### src/rtl/lpf_filter.sv
// rtl/lpf_filter.sv - first-order IIR low-pass step with a shift-add multiplier
//
// Purpose:
//   Computes y = y_ex + floor(k * (x - y_ex)) once per start strobe, where
//   k = lpf_k / 2^K_FRAC is clamped to at most 1.0. The product is formed by
//   a radix-2 shift-add multiplier over K_FRAC+1 cycles, so no DSP is needed.
//   The caller feeds the previous output back on y_ex.
//
// Ports:
//   clk       in   1   rising-edge clock
//   rst       in   1   synchronous reset, active-high
//   lpfsta    in   1   start strobe, sampled only when idle
//   y_ex      in   32  previous filter output, signed
//   x         in   32  new input sample, signed
//   lpf_k     in   32  unsigned coefficient, K_FRAC fractional bits
//   y         out  32  filtered result, held between runs
//   lpf_done  out  1   one-cycle pulse, y valid in the same cycle
//   lpf_busy  out  1   high from start accept until lpf_done

`timescale 1ns/1ps

module lpf_filter #(
    parameter int K_FRAC = 16
) (
    input  logic        clk,
    input  logic        rst,
    input  logic        lpfsta,
    input  logic [31:0] y_ex,
    input  logic [31:0] x,
    input  logic [31:0] lpf_k,
    output logic [31:0] y,
    output logic        lpf_done,
    output logic        lpf_busy
);

    // 33-bit difference times a (K_FRAC+1)-bit coefficient, with sign headroom.
    localparam int P_W   = 33 + K_FRAC + 2;
    localparam int CNT_W = $clog2(K_FRAC + 2);
    localparam logic [31:0] K_ONE = 32'(1) << K_FRAC;

    typedef enum logic [1:0] {
        S_IDLE = 2'd0,
        S_LOAD = 2'd1,
        S_MUL  = 2'd2,
        S_ACC  = 2'd3
    } state_t;

    state_t r_state;
    state_t w_state_next;

    logic [31:0]        r_x;
    logic [31:0]        r_yex;
    logic [K_FRAC:0]    r_kc;
    logic [32:0]        r_d;
    logic [P_W-1:0]     r_p;
    logic [CNT_W-1:0]   r_cnt;
    logic [31:0]        r_y;
    logic               r_done;
    logic               r_busy;

    logic [K_FRAC:0]    w_kc;
    logic [32:0]        w_d;
    logic [P_W-1:0]     w_d_ext;
    logic [P_W-1:0]     w_addend;
    logic [P_W-1:0]     w_q;
    logic [33:0]        w_sum;
    logic               w_unused;

    // Coefficients above 1.0 saturate to exactly 1.0.
    assign w_kc = (lpf_k > K_ONE) ? K_ONE[K_FRAC:0] : lpf_k[K_FRAC:0];

    // Sign-extend both operands by one bit so the difference never overflows.
    assign w_d = {r_x[31], r_x} - {r_yex[31], r_yex};

    assign w_d_ext  = {{(P_W-33){r_d[32]}}, r_d};
    assign w_addend = w_d_ext << r_cnt;

    // Arithmetic shift floors toward minus infinity.
    assign w_q   = $unsigned($signed(r_p) >>> K_FRAC);
    assign w_sum = {{2{r_yex[31]}}, r_yex} + w_q[33:0];

    // The result always lies between y_ex and x, so the top sum bits and the
    // upper quotient bits carry only sign copies.
    assign w_unused = ^{w_sum[33:32], w_q[P_W-1:34]};

    always_ff @(posedge clk) begin
        if (rst) begin
            r_state <= S_IDLE;
        end else begin
            r_state <= w_state_next;
        end
    end

    always_comb begin
        w_state_next = r_state;
        case (r_state)
            S_IDLE: begin
                if (lpfsta) begin
                    w_state_next = S_LOAD;
                end
            end
            S_LOAD: begin
                w_state_next = S_MUL;
            end
            S_MUL: begin
                if (r_cnt == CNT_W'(K_FRAC)) begin
                    w_state_next = S_ACC;
                end
            end
            S_ACC: begin
                w_state_next = S_IDLE;
            end
            default: begin
                w_state_next = S_IDLE;
            end
        endcase
    end

    always_ff @(posedge clk) begin
        if (rst) begin
            r_x    <= '0;
            r_yex  <= '0;
            r_kc   <= '0;
            r_d    <= '0;
            r_p    <= '0;
            r_cnt  <= '0;
            r_y    <= '0;
            r_done <= 1'b0;
            r_busy <= 1'b0;
        end else begin
            r_done <= 1'b0;
            case (r_state)
                S_IDLE: begin
                    if (lpfsta) begin
                        r_x    <= x;
                        r_yex  <= y_ex;
                        r_kc   <= w_kc;
                        r_busy <= 1'b1;
                    end
                end
                S_LOAD: begin
                    r_d   <= w_d;
                    r_p   <= '0;
                    r_cnt <= '0;
                end
                S_MUL: begin
                    // LSB-first: bit r_cnt of kc contributes d << r_cnt.
                    if (r_kc[r_cnt]) begin
                        r_p <= r_p + w_addend;
                    end
                    r_cnt <= r_cnt + CNT_W'(1);
                end
                S_ACC: begin
                    r_y    <= w_sum[31:0];
                    r_done <= 1'b1;
                    r_busy <= 1'b0;
                end
                default: begin
                    r_busy <= 1'b0;
                end
            endcase
        end
    end

    assign y        = r_y;
    assign lpf_done = r_done;
    assign lpf_busy = r_busy;

endmodule

### config.mk
export PLATFORM = sky130hd
export DESIGN_NAME = lpf_filter
export DESIGN_NICKNAME = d
export VERILOG_FILES = /design/src/rtl/lpf_filter.sv
export SDC_FILE = /design/constraint.sdc
export NUM_CORES = 1
export LEC_CHECK = 0
export ABC_AREA = 1
export CAP_MARGIN = 20
export CELL_PAD_IN_SITES_DETAIL_PLACEMENT = 0
export CELL_PAD_IN_SITES_GLOBAL_PLACEMENT = 1
export CORE_MARGIN = 1
export CORE_UTILIZATION = 25
export CTS_CLUSTER_DIAMETER = 150
export DETAILED_ROUTE_END_ITERATION = 16
export MAX_ROUTING_LAYER = met4
export PLACE_DENSITY = 0.64
export SYNTH_ARGS = -nofsm -noshare
export SYNTH_HDL_FRONTEND = slang
export SYNTH_SLANG_ARGS = --single-unit
export TNS_END_PERCENT = 10
### constraint.sdc
create_clock -name clk -period 5.6 [get_ports clk]
set_input_delay 0.84 -clock clk [delete_from_list [all_inputs] [get_ports clk]]
set_output_delay 0.84 -clock clk [all_outputs]
set_load 0.03 [all_outputs]
==> results_dict.tcl, run 1 <==
set metrics [dict create \
    static_leakage_uw 0.00905 \
    hold_viol 0 \
    wire_per_inst_um 17.8 \
    area_growth_syn_to_layout_pct 18.0 \
    dp.final_hpwl_mm 54.2 \
    vdd_ir_drop_max_mv 0.239 \
    synth_nets 3024 \
    die_area_um2 68000 \
    detail_route.drc_violations 0 \
    via_cell_ratio 4.75 \
    grt.total_usage_pct 20.0 \
    seq_area_frac_synth_pct 24.3 \
    syn_area_per_cell_um2 5.97 \
    gpl.final_weighted_congestion 0.964 \
    cts.path.max_buffers 3 \
    drive_above_1_share_pct 3.41 \
    timing.critical_path.required_ns 6.03 \
    io_buffer_count 132 \
    dr_total_vias 17900 \
    finalMaxSlewViolations 0 \
    placed_cells_incl_taps 3718 \
    worstSetupStartpointType "flip-flop" \
    synthCells 2806 \
    ctsHtreeMaxLevel 1 \
    outcome "finished clean" \
    insertedDiodeCount 0 \
    wire_length_of_the_first_global_routing_pass_mm 102 \
    finalSetupTns_ns 0 \
    horiz_die_dim_um 261 \
    clkTransAtPathRegs_ns 0.06 \
    placeableCoreArea_um2 66000 \
    critical_path_peak_fanout 42 \
    yosys.area.top_type "sky130_fd_sc_hd__dfxtp_1" \
    hold_path_class "flip-flop to flip-flop" \
    synth_cell_types 47 \
    first_global_vias 17300 \
    number_of_antenna_violations_at_the_first_check_in_global_routing 0 \
    tightestPinTransition_ns 0.969 \
    post_synth_instance_area_um2 16700 \
    skew_ns 0.0103 \
    initial_core_util_pct 25.4 \
    synth_top_flop_cell "sky130_fd_sc_hd__dfxtp_1" \
    pin_count 133 \
    insertion_delay_ns 0.57 \
    synth_edf_count 0 \
    detailedRoute.firstPassIterationCount 5 \
    final_setup_violating_endpoints 0 \
    critical_path_type "flip-flop to flip-flop" \
    holdBufCountCts 0 \
    multi_input_area_um2 10900 \
    hold_start "r_p[0]" \
    nFillCells 7477 \
    period_needed_ns 4.60 \
    grt_setup_unrepaired "no" \
    clockRootBuffer "sky130_fd_sc_hd__clkbuf_16" \
    globalRouteOverflowTotal 0 \
    synth.area.top_cells "sky130_fd_sc_hd__dfxtp_1 (24%), sky130_fd_sc_hd__nand2_1 (15%), sky130_fd_sc_hd__o21ai_0 (8.7%)" \
    yosys_register_bits 203 \
    crit-reg2reg-launch "r_cnt[0]" \
    whs_path_depth 2 \
    post-cts-setup-buffers 0 \
    ant_nets 0 \
    slew-limit-headroom_pct 35.4 \
    cts_buffers 27 \
    cts_sinks 203 \
    final_net_count 3101 \
    seq_area_um2 4070 \
    number_of_instances_resized_during_post_cts_repair 0 \
    fmax_achieved_mhz 217 \
    detailedRoute.firstIterationViolations 1099 \
    pin_count_of_the_biggest_net_entering_global_routing 99 \
    powerDensity_nw_per_um2 451 \
    worst_setup_path_startpoint "r_cnt[0]" \
    timing.critical_path.arrival_ns 5.03 \
    synthArstFlopShare_pct 0 \
    floorplan.die.height_um 261 \
    synthDominantCellAreaShare_pct 24.3 \
    worst_r2r_path_depth 18 \
    floorplan.rows 94 \
    final_cell_count_no_fill 3767 \
    drv_cap 0 \
    synth_warn 0 \
    timing.critical_path.to_type "flip-flop" \
    post-route-period-util_pct 82.1 \
    wirelength_mm 66.9 \
    tritoncts "done" \
]
-- metal layers --
metal	wire, um	GRT usage (%)
met1	31900	26.0
met3	2270	1.52
met4	1630	5.00
met5	0	-
met2	31100	33.5
-- registers in the layout, indices dropped and copies added, names as in the netlist --
register and count:
r_x 32, r_p 48, lpf_busy 1, r_d 33, r_cnt 5, y 32
lpf_done 1, r_yex 32, r_state 2, r_kc 17
-- cells by family after synthesis --
family / synth area share (%)
adder cells (fa/ha/maj): 9.03
flip-flops: 24.3
buffers and inverters: 10.6
multiplexers: 0.657
AO/OA/AOI/OAI: 21.1
AND/OR/NAND/NOR: 32.5
XOR/XNOR: 1.93
-- power breakdown --
part	total, uW	internal [uW]	leakage (uW)	switching, uW
registers	2100	1810	0.00166	295
clock network	1870	1130	0.000457	740
logic	4940	1570	0.00693	3370
-- through the flow --
step / cell area (um^2) / util (%) / worst slack [ns] / hold slack (ns) / total power, uW
6_report: 19800 / 29.9 / 1.00 / 0.476 / 8920
5_1_grt: 19800 / 29.9 / 0.648 / 0.505 / 9660
4_1_cts: 19800 / 29.9 / 1.10 / 0.475 / 8980
3_5_place_dp: 18800 / 28.5 / 1.12 / 0.466 / 7050
3_3_place_gp: 18800 / 28.5 / 1.10 / 0.460 / 7070
2_1_floorplan: 16700 / - / 2.63 / 0.435 / 5430
-- synth_stat cells (10+ instances only) --
cell	count
sky130_fd_sc_hd__nor2_1	383
sky130_fd_sc_hd__nand4_1	24
sky130_fd_sc_hd__o21ai_1	22
sky130_fd_sc_hd__nand3_1	190
sky130_fd_sc_hd__a21o_1	10
sky130_fd_sc_hd__nor3_1	32
sky130_fd_sc_hd__clkbuf_1	68
sky130_fd_sc_hd__xnor2_1	16
sky130_fd_sc_hd__dfxtp_1	203
sky130_fd_sc_hd__a22oi_1	14
sky130_fd_sc_hd__inv_1	336
sky130_fd_sc_hd__o21bai_1	20
sky130_fd_sc_hd__mux2i_1	11
sky130_fd_sc_hd__ha_1	116
sky130_fd_sc_hd__xor2_1	21
sky130_fd_sc_hd__a21oi_1	268
sky130_fd_sc_hd__buf_2	12
sky130_fd_sc_hd__or2_2	14
sky130_fd_sc_hd__o21ai_0	292
sky130_fd_sc_hd__nand2_1	657
-- path summary, 6_finish.rpt --
kind / endpoint / slack, ns
setup / recovery: r_p[38] / 1.0
hold / removal: r_p[0] / 0.48
setup reg to reg: r_p[38] / 1.0
hold reg to reg: r_p[0] / 0.48
-- layout make-up --
| class | count | area share [%] |
|---|---|---|
| tap | 864 | 5.47 |
| sequential | 203 | 20.6 |
| multi-input combinational | 2157 | 55.2 |
| timing repair buffer | 149 | 7.32 |
| clock inverter | 16 | 1.05 |
| clock buffer | 33 | 3.79 |
| inverter | 345 | 6.56 |
-- placed cells by master (no fill, tap or decap), types with 16 or more instances in the layout --
master | synthesis | final
sky130_fd_sc_hd__clkdlybuf4s50_1 | 0 | 131
sky130_fd_sc_hd__o21bai_1 | 20 | 20
sky130_fd_sc_hd__nor2_1 | 383 | 383
sky130_fd_sc_hd__nand2_1 | 657 | 656
sky130_fd_sc_hd__nand4_1 | 24 | 24
sky130_fd_sc_hd__inv_1 | 336 | 335
sky130_fd_sc_hd__ha_1 | 116 | 115
sky130_fd_sc_hd__o21ai_0 | 292 | 292
sky130_fd_sc_hd__clkbuf_16 | 0 | 27
sky130_fd_sc_hd__nor3_1 | 32 | 32
sky130_fd_sc_hd__o21ai_1 | 22 | 22
sky130_fd_sc_hd__xnor2_1 | 16 | 16
sky130_fd_sc_hd__nand3_1 | 190 | 190
sky130_fd_sc_hd__buf_4 | 9 | 18
sky130_fd_sc_hd__xor2_1 | 21 | 21
sky130_fd_sc_hd__dfxtp_1 | 203 | 202
sky130_fd_sc_hd__a21oi_1 | 268 | 268
-- critical path, stage by stage (launching register included) --
cell and delay (ns):
sky130_fd_sc_hd__dfxtp_2 0.77, sky130_fd_sc_hd__o21ai_0 0.30, sky130_fd_sc_hd__or2_2 0.33, sky130_fd_sc_hd__o21ai_1 0.13
sky130_fd_sc_hd__inv_1 0.13, sky130_fd_sc_hd__o21ai_1 0.33, sky130_fd_sc_hd__nand2_1 0.08, sky130_fd_sc_hd__o21ai_0 0.23
sky130_fd_sc_hd__o21ai_0 0.26, sky130_fd_sc_hd__ha_1 0.41, sky130_fd_sc_hd__nand2_1 0.11, sky130_fd_sc_hd__nor2_1 0.20
sky130_fd_sc_hd__nand2_1 0.15, sky130_fd_sc_hd__nor3_1 0.35, sky130_fd_sc_hd__nand4_1 0.28, sky130_fd_sc_hd__nand3_1 0.17
sky130_fd_sc_hd__nand2_1 0.06, sky130_fd_sc_hd__nand3_1 0.07, sky130_fd_sc_hd__a21oi_1 0.08
No activity file was read; power rests on OpenSTA's default activity.
==> run 2, diff against run 1 <==
==> constraint.sdc (replaced) <==
create_clock -name clk -period 4.25 [get_ports clk]
set_input_delay 0.6375 -clock clk [delete_from_list [all_inputs] [get_ports clk]]
set_output_delay 0.6375 -clock clk [all_outputs]
set_load 0.03 [all_outputs]
==> run 2 against run 1 <==
Against the previous run:
- utilization up 0.36 points
- non-clock buffer count up 26
- register-to-register slack worse by 0.75 ns
- total power up 33%
- critical path depth down 2
- via count up 1.3%
- hold slack worse by 0.043 ns
- routed wire length up 0.51%
- first-iteration DRC count up 0.45%
- largest cell class unchanged
==> results_dict.tcl, run 2 (synthesis results as in run 1) <==
set metrics [dict create \
    timing.critical_path.to_type "flip-flop" \
    clkTransAtPathRegs_ns 0.06 \
    dr_total_vias 18100 \
    period_needed_ns 4.00 \
    final_cell_count_no_fill 3794 \
    hold_start "rst" \
    globalRouteOverflowTotal 0 \
    worstSetupStartpointType "flip-flop" \
    nFillCells 7542 \
    grt.total_usage_pct 20.3 \
    ant_nets 0 \
    timing.critical_path.required_ns 4.74 \
    wirelength_mm 67.2 \
    drive_above_1_share_pct 4.33 \
    area_growth_syn_to_layout_pct 19.4 \
    grt_setup_unrepaired "no" \
    post-cts-setup-buffers 0 \
    first_global_vias 17700 \
    detailedRoute.firstIterationViolations 1104 \
    placed_cells_incl_taps 3743 \
    skew_ns 0.0328 \
    final_net_count 3127 \
    most-common-layout-cells "sky130_fd_sc_hd__nand2_1 (656), sky130_fd_sc_hd__nor2_1 (382), sky130_fd_sc_hd__inv_1 (335)" \
    wire_length_of_the_first_global_routing_pass_mm 103 \
    tritoncts "done" \
    drv_cap 0 \
    insertedDiodeCount 0 \
    critical_path_type "flip-flop to flip-flop" \
    hold_path_class "input pin to flip-flop" \
    gpl.final_weighted_congestion 0.968 \
    floorplan.die.height_um 261 \
    finalSetupTns_ns 0 \
    clockRootBuffer "sky130_fd_sc_hd__clkbuf_16" \
    worst_r2r_path_depth 16 \
    powerDensity_nw_per_um2 592 \
    cts_buffers 27 \
    vdd_ir_drop_max_mv 0.301 \
    placeableCoreArea_um2 66000 \
    post-route-period-util_pct 94.1 \
    pin_count 133 \
    slew-limit-headroom_pct 37.0 \
    pin_count_of_the_biggest_net_entering_global_routing 99 \
    final_setup_violating_endpoints 0 \
    largest_register_ffs 48 \
    via_cell_ratio 4.78 \
    tightestPinTransition_ns 0.946 \
    outcome "finished clean" \
    die_area_um2 68000 \
    commonest_non_fill_non_tap_cell_in_the_layout "sky130_fd_sc_hd__nand2_1" \
    initial_core_util_pct 25.4 \
    hold_path_end "y[15]" \
    finalHoldWorstSlack_ns 0.433 \
    static_leakage_uw 0.00919 \
    detailedRoute.firstPassIterationCount 5 \
    cts_sinks 203 \
    critical_path_peak_fanout 27 \
    largest_register "r_p" \
    detail_route.drc_violations 0 \
    setup.reg_to_reg.worst_slack_ns 0.25 \
    holdBufCountCts 0 \
    floorplan.rows 94 \
    insertion_delay_ns 0.59 \
    whs_path_depth 4 \
    horiz_die_dim_um 261 \
    hold_viol 0 \
    number_of_antenna_violations_at_the_first_check_in_global_routing 0 \
    dp.final_hpwl_mm 54.7 \
    layout_top_registers "r_p x48, r_d x33" \
    cts.path.max_buffers 3 \
    timing.critical_path.arrival_ns 4.49 \
    wire_per_inst_um 17.7 \
    ctsHtreeMaxLevel 1 \
    worst_r2r_endpoint "r_p[35]" \
    crit-reg2reg-launch "r_cnt[0]" \
    io_buffer_count 132 \
    fmax_achieved_mhz 250 \
    finalMaxSlewViolations 0 \
]
-- run 2: cell types whose count changed in the layout (fill, tap and decap cells not counted), moves of 2 or more --
cell and change:
sky130_fd_sc_hd__o21ai_0 -3, sky130_fd_sc_hd__buf_12 +2, sky130_fd_sc_hd__inv_6 +3, sky130_fd_sc_hd__o21ai_1 +3, sky130_fd_sc_hd__buf_4 +24
-- run 2: timing repair --
item | 4_1_cts | 5_1_grt
hold endpoints to repair | 0 | 0
endpoints found under the setup margin | 1 | 19
gates cloned | 0 | 0
resized for setup | 1 | 5
-- run 2: final cells by class --
class | count | area (um^2) | area share [%]
clock buffer | 34 | 752 | 3.76
tap | 864 | 1080 | 5.41
multi-input combinational | 2157 | 10900 | 54.6
timing repair buffer | 175 | 1670 | 8.34
inverter | 345 | 1300 | 6.50
clock inverter | 16 | 209 | 1.05
sequential | 203 | 4070 | 20.3
-- run 2: report_power, final --
group          switching, uW  total [uW]  internal (uW)
combinational           4450        6590           2140
sequential               373        2750           2380
clock                    982        2480           1500
-- run 2: metrics by stage --
| stage | cell area [um^2] | power, uW | util [%] | setup slack [ns] |
|---|---|---|---|---|
| after floorplan | 16700 | 7160 | - | 1.28 |
| after global placement | 19000 | 9410 | 28.8 | 0.0221 |
| after detailed placement | 19000 | 9380 | 28.8 | 0.0491 |
| after CTS | 20000 | 11900 | 30.3 | 0.0626 |
| after global routing | 20000 | 12900 | 30.3 | 0.00850 |
| final | 20000 | 11800 | 30.3 | 0.251 |
-- run 2: per-layer routing --
metal,track usage (%),part of all wire (%)
met2,32.7,45
met1,26.1,47
met3,1.75,4.1
met4,8.01,4.2
met5,-,0
-- run 2: critical path, cell delays in order, from the launching register on --
cell,delay [ns]
sky130_fd_sc_hd__dfxtp_4,0.52
sky130_fd_sc_hd__o21ai_0,0.20
sky130_fd_sc_hd__o21ai_0,0.35
sky130_fd_sc_hd__o21ai_0,0.19
sky130_fd_sc_hd__a22oi_1,0.37
sky130_fd_sc_hd__nor2_1,0.17
sky130_fd_sc_hd__ha_1,0.42
sky130_fd_sc_hd__nand2_1,0.12
sky130_fd_sc_hd__inv_1,0.07
sky130_fd_sc_hd__nand2_1,0.13
sky130_fd_sc_hd__nor2_2,0.32
sky130_fd_sc_hd__nand4_1,0.24
sky130_fd_sc_hd__nand3_1,0.26
sky130_fd_sc_hd__nand2_1,0.15
sky130_fd_sc_hd__nand3b_1,0.11
sky130_fd_sc_hd__nand3_1,0.11
sky130_fd_sc_hd__a21oi_1,0.18
-- run 2: how the worst max path moves through the flow --
stage,startpoint,to,cells after the start
2_1_floorplan,r_cnt[0],r_p[46],21
3_3_place_gp,r_cnt[0],r_p[35],17
3_5_place_dp,r_cnt[0],r_p[35],17
4_1_cts,r_cnt[0],r_p[38],16
5_1_grt,r_cnt[0],r_p[33],18
6_report,r_cnt[0],r_p[35],16
